<file path="src/rtl/i2c_byte_master.sv">
// i2c_byte_master: byte-level single-master I2C initiator turning START/WRITE/READ/STOP into open-drain SDA/SCL
// Ports: clk/rst (sync, active-high); cmd_valid/cmd_ready/cmd/wdata/cmd_ack command handshake;
//   rsp_valid/rdata/nak completion; busy = bus owned; sda_in/scl_in bus levels; sda_oe/scl_oe 1 = pull low.
// Optional: define I2C_MASTER_STRETCH_EN to honour slave clock stretching during SCL-high phases.
module i2c_byte_master #(
  parameter int QDIV = 250
) (
  input  logic       clk,
  input  logic       rst,
  input  logic       cmd_valid,
  output logic       cmd_ready,
  input  logic [1:0] cmd,
  input  logic [7:0] wdata,
  input  logic       cmd_ack,
  output logic       rsp_valid,
  output logic [7:0] rdata,
  output logic       nak,
  output logic       busy,
  input  logic       sda_in,
  input  logic       scl_in,
  output logic       sda_oe,
  output logic       scl_oe
);
  localparam int CW = $clog2(QDIV);
  typedef enum logic [2:0] {IDLE, START, BIT, STOP, DONE} state_t;
  state_t st_q;
  logic [CW-1:0] cnt_q;
  logic [1:0] q_q;
  logic [3:0] slot_q;
  logic rd_q, ack_q;
  logic [7:0] sh_q;
  logic [1:0] sda_s_q, scl_s_q;
  logic tick, hold;
  assign tick = cnt_q == CW'(QDIV - 1);
`ifdef I2C_MASTER_STRETCH_EN
  // Hold once the synchronizer has had time to see our own release, so an unstretched slot keeps exact timing.
  assign hold = (st_q == BIT || st_q == STOP) && q_q == 2'd2 && cnt_q == CW'(2) && !scl_s_q[1];
`else
  logic unused_scl;
  assign unused_scl = scl_s_q[1];
  assign hold = 1'b0;
`endif
  always_ff @(posedge clk) begin
    if (rst) begin
      st_q <= IDLE;
      cnt_q <= '0;
      q_q <= '0;
      slot_q <= '0;
      rd_q <= 1'b0;
      ack_q <= 1'b0;
      sh_q <= '0;
      sda_s_q <= '0;
      scl_s_q <= '0;
      sda_oe <= 1'b0;
      scl_oe <= 1'b0;
      cmd_ready <= 1'b1;
      rsp_valid <= 1'b0;
      busy <= 1'b0;
      nak <= 1'b0;
      rdata <= '0;
    end else begin
      sda_s_q <= {sda_s_q[0], sda_in};
      scl_s_q <= {scl_s_q[0], scl_in};
      rsp_valid <= 1'b0;
      cnt_q <= (tick || st_q == IDLE || st_q == DONE) ? '0 : hold ? cnt_q : cnt_q + 1'b1;
      case (st_q)
        IDLE, DONE: begin
          st_q <= IDLE;
          if (cmd_valid && cmd_ready) begin
            q_q <= '0;
            slot_q <= '0;
            rd_q <= cmd == 2'd2;
            ack_q <= cmd_ack;
            sh_q <= wdata;
            if (cmd == 2'd0) begin
              st_q <= START;
              cmd_ready <= 1'b0;
              sda_oe <= 1'b0;
            end else if (!busy) begin
              st_q <= DONE;
              rsp_valid <= 1'b1;
              nak <= cmd != 2'd3;
            end else if (cmd == 2'd3) begin
              st_q <= STOP;
              cmd_ready <= 1'b0;
              sda_oe <= 1'b1;
            end else begin
              st_q <= BIT;
              cmd_ready <= 1'b0;
              sda_oe <= cmd == 2'd1 && !wdata[7];
            end
          end
        end
        START: if (tick) begin
          q_q <= q_q + 1'b1;
          if (q_q == 2'd0) scl_oe <= 1'b0;
          if (q_q == 2'd1) sda_oe <= 1'b1;
          if (q_q == 2'd2) scl_oe <= 1'b1;
          if (q_q == 2'd3) begin
            st_q <= DONE;
            rsp_valid <= 1'b1;
            cmd_ready <= 1'b1;
            nak <= 1'b0;
            busy <= 1'b1;
          end
        end
        STOP: if (tick) begin
          q_q <= q_q + 1'b1;
          if (q_q == 2'd0) scl_oe <= 1'b0;
          if (q_q == 2'd2) sda_oe <= 1'b0;
          if (q_q == 2'd3) begin
            st_q <= DONE;
            rsp_valid <= 1'b1;
            cmd_ready <= 1'b1;
            nak <= 1'b0;
            busy <= 1'b0;
          end
        end
        BIT: if (tick) begin
          q_q <= q_q + 1'b1;
          if (q_q == 2'd1) scl_oe <= 1'b0;
          // One shifter serves both directions: WRITE drives from sh_q[7], READ collects into the LSB.
          if (q_q == 2'd2) begin
            if (slot_q[3]) nak <= !rd_q && sda_s_q[1];
            else sh_q <= {sh_q[6:0], sda_s_q[1]};
          end
          if (q_q == 2'd3) begin
            scl_oe <= 1'b1;
            slot_q <= slot_q + 1'b1;
            sda_oe <= slot_q == 4'd7 ? rd_q && ack_q : !slot_q[3] && !rd_q && !sh_q[7];
            if (slot_q[3]) begin
              st_q <= DONE;
              rsp_valid <= 1'b1;
              cmd_ready <= 1'b1;
              if (rd_q) rdata <= sh_q;
            end
          end
        end
        default: st_q <= IDLE;
      endcase
    end
  end
endmodule

</file>
<file path="config.mk">
export PLATFORM = sky130hd
export DESIGN_NAME = i2c_byte_master
export DESIGN_NICKNAME = d
export VERILOG_FILES = /design/src/rtl/i2c_byte_master.sv
export SDC_FILE = /design/constraint.sdc
export NUM_CORES = 1
export LEC_CHECK = 0
export ABC_AREA = 1
export CAP_MARGIN = 20
export CORE_MARGIN = 8
export CORE_UTILIZATION = 60
export CTS_BUF_LIST = sky130_fd_sc_hd__clkbuf_4
export DETAILED_ROUTE_END_ITERATION = 10
export GPL_ROUTABILITY_DRIVEN = 0
export GPL_TIMING_DRIVEN = 0
export PLACE_DENSITY = 0.88
export SYNTH_ARGS = -nofsm -noshare
export SYNTH_HDL_FRONTEND = slang
export SYNTH_SLANG_ARGS = --single-unit
</file>
<file path="constraint.sdc">
create_clock -name clk -period 4.3 [get_ports clk]
set_input_delay 1.29 -clock clk [delete_from_list [all_inputs] [get_ports clk]]
set_output_delay 1.29 -clock clk [all_outputs]
set_load 0.1 [all_outputs]
</file>
* Word level (Yosys, flattened, before mapping) *
Index checks and enable logic that the tools add are counted.

word-level totals
  word-level logic and storage cells = 156
  bits of input ports = 16
  flip-flop bits (word level) = 43
  output and inout port bits = 14

operators by class
  add/subtract/negate cells = 3
  eq/ne operators = 32
  reductions and logical operators = 36
  muxes and demuxes = 70

operators with widths
  cell                                                                   count
  1-bit 2-to-1 mux                                                       43
  8-bit 2-to-1 mux                                                       4
  2-bit != test, second input constant                                   15
  5-bit AND reduction                                                    5
  3-bit 2-to-1 mux                                                       8
  9-bit AND reduction                                                    2
  8-bit case mux with 2 select lines                                     1
  4-bit 2-to-1 mux                                                       3
  1-bit case mux with 3 select lines                                     4
  3-bit case mux with 3 select lines                                     1
  8-bit by 1-bit adder with 8-bit output, second input constant          1
  2-bit equality test, second input constant                             4
  8-bit equality test, second input constant                             1
  4-bit case mux with 2 select lines                                     1
  8-bit AND reduction                                                    1
  3-bit by 2-bit equality test with 1-bit output, second input constant  2
  1-bit logical AND                                                      6
  2-bit by 1-bit != test with 1-bit output, second input constant        3
  3-bit != test, second input constant                                   2
  2-bit nonzero test                                                     3
  3-bit nonzero test                                                     2
  2-bit OR reduction                                                     3
  4-bit by 1-bit adder with 4-bit output, second input constant          1
  2-bit by 1-bit equality test with 1-bit output, second input constant  2
  other kinds (17)                                                       23

* Longest topological paths before layout *
Gate-level depths: netlist of the first run.

  depth in word-level cells = 7
  gate-level depth with buffers = 12
  gate-level depth less buffers = 11

* Least setup slack after synthesis of the first run *
Ideal clock, no wire load.

  kind = reg2out
  start = register busy
  end = output busy
  stages on the path, launching flop included = 1
  arrival = 0.956 ns
  setup slack = 2.054 ns
  buffers on the path = 0
  cells stage by stage = dfxtp_1

RTL lines
  element                 RTL line  text
  from (decl)             18        output logic busy,
  from (signal assigned)  58        busy <= 1'b0;
  from (signal assigned)  104       busy <= 1'b1;
  from (signal assigned)  116       busy <= 1'b0;

No word-level cell between the ends.

* Worst setup path after layout of the first run *
  start = register busy
  end = output busy

No word-level cell between the ends.

==> results of run 1 <==
## cells by family after synthesis
family / synth area share
AND/OR/NAND/NOR: 0.420
flip-flops: 0.382
buffers and inverters: 0.0661
AO/OA/AOI/OAI: 0.0733
adder cells (fa/ha/maj): 0.0389
XOR/XNOR: 0.0194
## worst min-delay path by stage
stage	startpoint	to	slack (ps)	cells after the start
after global placement	sda_s_q[0]	sda_s_q[1]	390	2
after global routing	sda_s_q[0]	sda_s_q[1]	450	2
after floorplan	sda_s_q[0]	sda_s_q[1]	390	2
after CTS	sda_s_q[0]	sda_s_q[1]	420	2
final	sda_s_q[0]	sda_s_q[1]	420	2
after detailed placement	sda_s_q[0]	sda_s_q[1]	400	2
## worst reg2reg max path: stages, from the launching register on
cell and delay, ps:
dfxtp_1 420, ha_1 170, nand2_1 80, nor2_4 120, nand2_4 90, nor2_1 250
nand2_2 210, clkinv_2 170, o21ai_1 70, nor2_1 110
## where the power goes
part,internal (mW),switching (mW)
clock network,0.0656,0.147
logic,0.311,0.674
registers,0.489,0.0793
total,0.866,0.900
## flip-flops by register name, summed over array words and instances, names as in the netlist, named ones only
register	count
slot_q	4
nak	1
sda_s_q	2
st_q	3
busy	1
ack_q	1
cnt_q	8
q_q	2
rdata	8
cmd_ready	1
rsp_valid	1
sda_oe	1
rd_q	1
sh_q	8
## per-layer routing
metal / part of all wire / vias up / GRT usage
li1: - / 1135 / -
met1: 0.42 / 1021 / 0.208
met2: 0.47 / 77 / 0.302
met3: 0.081 / 14 / 0.0571
met4: 0.024 / 0 / 0.0755
met5: 0 / - / 0
## cells in the final DEF, fill, tap and decap left out, types with 2 or more instances in the layout
master and instances:
nand2_1 88, nor2_1 71, dfxtp_1 43, clkdlybuf4s50_1 28
inv_1 26, nand3_1 23, a21oi_1 13, nand3b_1 10
o21ai_1 9, ha_1 7, o21ai_0 5, nand4_1 5
clkbuf_4 5, nor2_2 4, inv_2 4, nand2_2 3
clkbuf_1 3, xor2_1 3, nor2_4 2, a211oi_1 2
xnor2_1 2, clkinvlp_4 2
## metrics by stage
stage                     hold slack [ps]   util  instance area, um^2  setup slack [ps]
after global routing                  448  0.730                 2650              1010
after floorplan                       388      -                 2250              2050
after global placement                390  0.713                 2590              1490
after detailed placement              401  0.713                 2590              1480
after CTS                             420  0.730                 2650              1060
final                                 416  0.730                 2650              1070
## layout make-up
class	count	area share
multi-input combinational	255	0.468
sequential	43	0.324
timing repair buffer	28	0.106
buffer	6	0.0118
inverter	31	0.0443
clock inverter	3	0.00896
tap	48	0.0226
clock buffer	5	0.0141
==> impl_metrics.env, run 1 <==
export IMPL_die_w_um=77.3
export IMPL_antenna_found_initial=0
export IMPL_drt_iter0_drc=204
export IMPL_max_cap_violations=0
export IMPL_wl_um=5300
export IMPL_h_tree_depth=2
export IMPL_postCtsSetupBuffers=0
export IMPL_rsz0062_at_grt="no"
export IMPL_status="completed"
export IMPL_finalCriticalPeriod_ps=3230
export IMPL_nets=393
export IMPL_avgSynthCellArea_um2=6.72
export IMPL_finalMaxSlewViolations=0
export IMPL_fillers=315
export IMPL_yosysTopAreaCell="dfxtp_1"
export IMPL_dieArea_um2=5970
export IMPL_grt_pass1_vias=2125
export IMPL_diodes=0
export IMPL_cp_max_fo=4
export IMPL_worst_slew_pin_slew_ps=972
export IMPL_synth_edff_count=0
export IMPL_area_growth_pct=17.8
export IMPL_vias=2247
export IMPL_power_leakage_nw=1.22
export IMPL_routedWlPerCell_um=12.7
export IMPL_syn_num_nets=358
export IMPL_maxClockFrequency_mhz=309
export IMPL_critPathArrivalTime_ps=1940
export IMPL_clk_pin_slew_ps=140
export IMPL_path_cells="clkdlybuf4s50_1"
export IMPL_cts_tree="built"
export IMPL_via_per_inst=5.36
export IMPL_ys_async_sr_fraction=0
export IMPL_fin_cells=419
export IMPL_cp_num_cells=1
export IMPL_yosysSeqAreaShare=0.382
export IMPL_synth_top_area_frac=0.382
export IMPL_setup_viol=0
export IMPL_ir_worst_vdd_v=0.000397
export IMPL_dp_cells=411
export IMPL_die_height_um=77.3
export IMPL_r2r_end="rdata[4]"
export IMPL_cts_root_buffer="clkbuf_4"
export IMPL_crit_slowest_cell="clkdlybuf4s50_1"
export IMPL_drc=0
export IMPL_critPathLaunch="busy"
export IMPL_cts_resized=0
export IMPL_rows=22
export IMPL_seq_area_um2=861
export IMPL_finalClockSkew_ps=7.77
export IMPL_reg2regPathDepth=9
export IMPL_syn_inst=335
export IMPL_clk_latency_ps=370
export IMPL_synth_seq_cells=43
export IMPL_crit_path_max_incr_delay_ps=1160
export IMPL_period_share=0.752
export IMPL_cpLargestDelayFamily="buffers and inverters"
export IMPL_grt_ovfl_total=0
export IMPL_synth_common_cells="nand2_1 (88), nor2_1 (71), dfxtp_1 (43)"
export IMPL_endpoint="busy"
export IMPL_synth_flop_cell="dfxtp_1"
export IMPL_r2r_setup_slack_ps=2550
export IMPL_cts_buffer_depth=2
export IMPL_cts_sinks=43
export IMPL_cts_made_buffers=5
export IMPL_io_buffers=28
export IMPL_cp_end_kind="primary output"
export IMPL_slew_headroom=0.350
export IMPL_total_power_mw=1.77
export IMPL_ant_nets=0
export IMPL_hold_path_class="flip-flop to flip-flop"
export IMPL_crit_reg2reg_launch="cnt_q[0]"
export IMPL_post_synth_top_count_cell="nand2_1"
export IMPL_syn_area_um2=2250
export IMPL_grt_pass1_wl_um=8980
export IMPL_crit_required_ps=3010
export IMPL_drive_gt1_frac=0.0755
export IMPL_startpoint_type="flip-flop"
export IMPL_cts_hold_buffers=0
export IMPL_ys_warn_count=0
export IMPL_setup_tns_final_ps=0
export IMPL_multi_input_area_um2=1240
export IMPL_critical_path_class="flip-flop to primary output"
export IMPL_drtPass1Iterations=4
export IMPL_initial_core_util=0.620
export IMPL_hold_violations=0
export IMPL_hpwl_um=3960
export IMPL_core_area_um2=3630
export IMPL_io_pins=30
export IMPL_ys_top_cells_by_area="dfxtp_1 (38%), nand2_1 (15%), nor2_1 (12%)"
export IMPL_grt_max_degree=16
export IMPL_cp_buffers_inverters=1
export IMPL_track_usage=0.181
export IMPL_power_density_nw_per_um2=666
export IMPL_yosys_cell_types_count=31
(Power assumes the default switching activity.)
==> run 2: changes to the inputs <==
--- a/config.mk
+++ b/config.mk
@@ -8,12 +8,12 @@
 export ABC_AREA = 1
 export CAP_MARGIN = 20
 export CORE_MARGIN = 8
-export CORE_UTILIZATION = 60
+export CORE_UTILIZATION = 57
 export CTS_BUF_LIST = sky130_fd_sc_hd__clkbuf_4
 export DETAILED_ROUTE_END_ITERATION = 10
 export GPL_ROUTABILITY_DRIVEN = 0
 export GPL_TIMING_DRIVEN = 0
-export PLACE_DENSITY = 0.88
+export PLACE_DENSITY = 0.84
 export SYNTH_ARGS = -nofsm -noshare
 export SYNTH_HDL_FRONTEND = slang
 export SYNTH_SLANG_ARGS = --single-unit
==> constraint.sdc (replaced) <==
create_clock -name clk -period 3.21 [get_ports clk]
set_input_delay 0.963 -clock clk [delete_from_list [all_inputs] [get_ports clk]]
set_output_delay 0.963 -clock clk [all_outputs]
set_load 0.1 [all_outputs]
==> impl_metrics.env, run 2 (same netlist as run 1, synthesis figures left out) <==
export IMPL_status="completed"
export IMPL_crit_required_ps=2250
export IMPL_vias=2177
export IMPL_wl_met2_um=2410
export IMPL_grt_pass1_wl_um=9270
export IMPL_cts_made_buffers=5
export IMPL_ant_nets=0
export IMPL_layout_common_cells="nand2_1 (88), nor2_1 (71), dfxtp_1 (43)"
export IMPL_final_common_cell="nand2_1"
export IMPL_total_power_mw=2.43
export IMPL_antenna_found_initial=0
export IMPL_maxClockFrequency_mhz=347
export IMPL_power_leakage_nw=1.23
export IMPL_wl_um=5320
export IMPL_hold_slack_ps=437
export IMPL_nets=393
export IMPL_dpl_worst_slack_ps=736
export IMPL_internal_power_mw=1.24
export IMPL_startpoint_type="flip-flop"
export IMPL_area_growth_pct=18.8
export IMPL_switching_share=0.491
export IMPL_fillers=361
export IMPL_cts_resized=0
export IMPL_hold_violations=0
export IMPL_setup_viol=0
export IMPL_die_w_um=78.9
export IMPL_power_frac_comb=0.542
export IMPL_ir_worst_vdd_v=0.000544
export IMPL_cts_sinks=43
export IMPL_clk_latency_ps=380
export IMPL_slew_headroom=0.348
export IMPL_postCtsSetupBuffers=0
export IMPL_dieArea_um2=6220
export IMPL_multi_input_area_um2=1240
export IMPL_cp_buffers_inverters=1
export IMPL_path_cells="clkdlybuf4s50_1"
export IMPL_dr_max_layer_used="met4"
export IMPL_cts_buffer_depth=2
export IMPL_crit_path_max_incr_delay_ps=1150
export IMPL_worst_slew_pin_slew_ps=974
export IMPL_via_per_inst=5.17
export IMPL_drc=0
export IMPL_routedWlPerCell_um=12.6
export IMPL_critical_path_class="flip-flop to primary output"
export IMPL_wl_met3_um=377
export IMPL_io_pins=30
export IMPL_finalMaxSlewViolations=0
export IMPL_critPathArrivalTime_ps=1920
export IMPL_setup_ws_ps=330
export IMPL_cp_max_fo=4
export IMPL_hpwl_um=3950
export IMPL_diodes=0
export IMPL_drtPass1Iterations=5
export IMPL_hold_path_class="flip-flop to flip-flop"
export IMPL_h_tree_depth=2
export IMPL_top_regs="cnt_q: 8 flops, rdata: 8 flops, sh_q: 8 flops"
export IMPL_die_height_um=78.9
export IMPL_crit_slowest_cell="clkdlybuf4s50_1"
export IMPL_drt_iter0_drc=224
export IMPL_finalCriticalPeriod_ps=2880
export IMPL_finalClockSkew_ps=8.48
export IMPL_cts_tree="built"
export IMPL_period_share=0.897
export IMPL_track_usage=0.183
export IMPL_switchingPower_mw=1.19
export IMPL_cts_root_buffer="clkbuf_4"
export IMPL_rsz0062_at_grt="no"
export IMPL_utilization=0.684
export IMPL_cts_hold_buffers=0
export IMPL_power_density_nw_per_um2=908
export IMPL_setup_tns_final_ps=0
export IMPL_drive_gt1_frac=0.0728
export IMPL_core_area_um2=3910
export IMPL_seq_power_share=0.312
export IMPL_rows=23
export IMPL_clk_pin_slew_ps=130
export IMPL_max_cap_violations=0
export IMPL_wl_met1_um=2440
export IMPL_grt_max_degree=15
export IMPL_grt_ovfl_total=0
export IMPL_io_buffers=28
export IMPL_grt_pass1_vias=2084
export IMPL_cp_end_kind="primary output"
export IMPL_power_frac_clock=0.145
export IMPL_cpLargestDelayFamily="buffers and inverters"
export IMPL_initial_core_util=0.575
export IMPL_seq_area_um2=861
[run 2: power by group through the flow]
| stage | clock (mW) | combinational [mW] | sequential (mW) |
|---|---|---|---|
| 6_report | 0.353 | 1.32 | 0.759 |
| 5_1_grt | 0.388 | 1.48 | 0.777 |
| 4_1_cts | 0.358 | 1.30 | 0.758 |
| 3_5_place_dp | 0 | 1.29 | 0.767 |
| 3_3_place_gp | 0 | 1.27 | 0.765 |
| 2_1_floorplan | 0 | 0.854 | 0.915 |
[run 2: final timing paths]
kind | depth (start not counted) | startpoint | slack, ps | endpoint
worst min-delay path | 2 | sda_s_q[0] | 440 | sda_s_q[1]
worst max register to register | 9 | cnt_q[0] | 1450 | sh_q[6]
worst max-delay path | 1 | busy | 330 | busy
worst min register to register | 2 | sda_s_q[0] | 440 | sda_s_q[1]
[run 2: worst reg2reg max path, cell delays in order, from the launching register on]
cell and delay, ps:
dfxtp_1 430, ha_1 180, nand2_1 80, nor2_4 120, nand2_4 90, nand2_2 80, buf_6 140, nor3b_4 400
nor2_1 90, nor2_1 100
[run 2: cell type report]
cell class / instances / area share
clock buffers: 5 / 0.0140
well taps: 50 / 0.0234
flip-flops and latches: 43 / 0.322
multi-input cells: 255 / 0.464
repair buffers: 28 / 0.105
inverters: 31 / 0.0440
clock inverters: 3 / 0.0159
plain buffers: 6 / 0.0117
[run 2: through the flow]
step | std cells | instance area [um^2]
4_1_cts | 421 | 2680
5_1_grt | 421 | 2680
3_3_place_gp | 413 | 2590
2_1_floorplan | 335 | 2250
3_5_place_dp | 413 | 2590
6_report | 421 | 2680
[run 2: layer usage]
| metal | global-route usage | up-vias |
|---|---|---|
| met5 | 0 | - |
| met4 | 0.0778 | 0 |
| met3 | 0.0542 | 11 |
| met2 | 0.291 | 68 |
| met1 | 0.226 | 967 |
| li1 | - | 1131 |
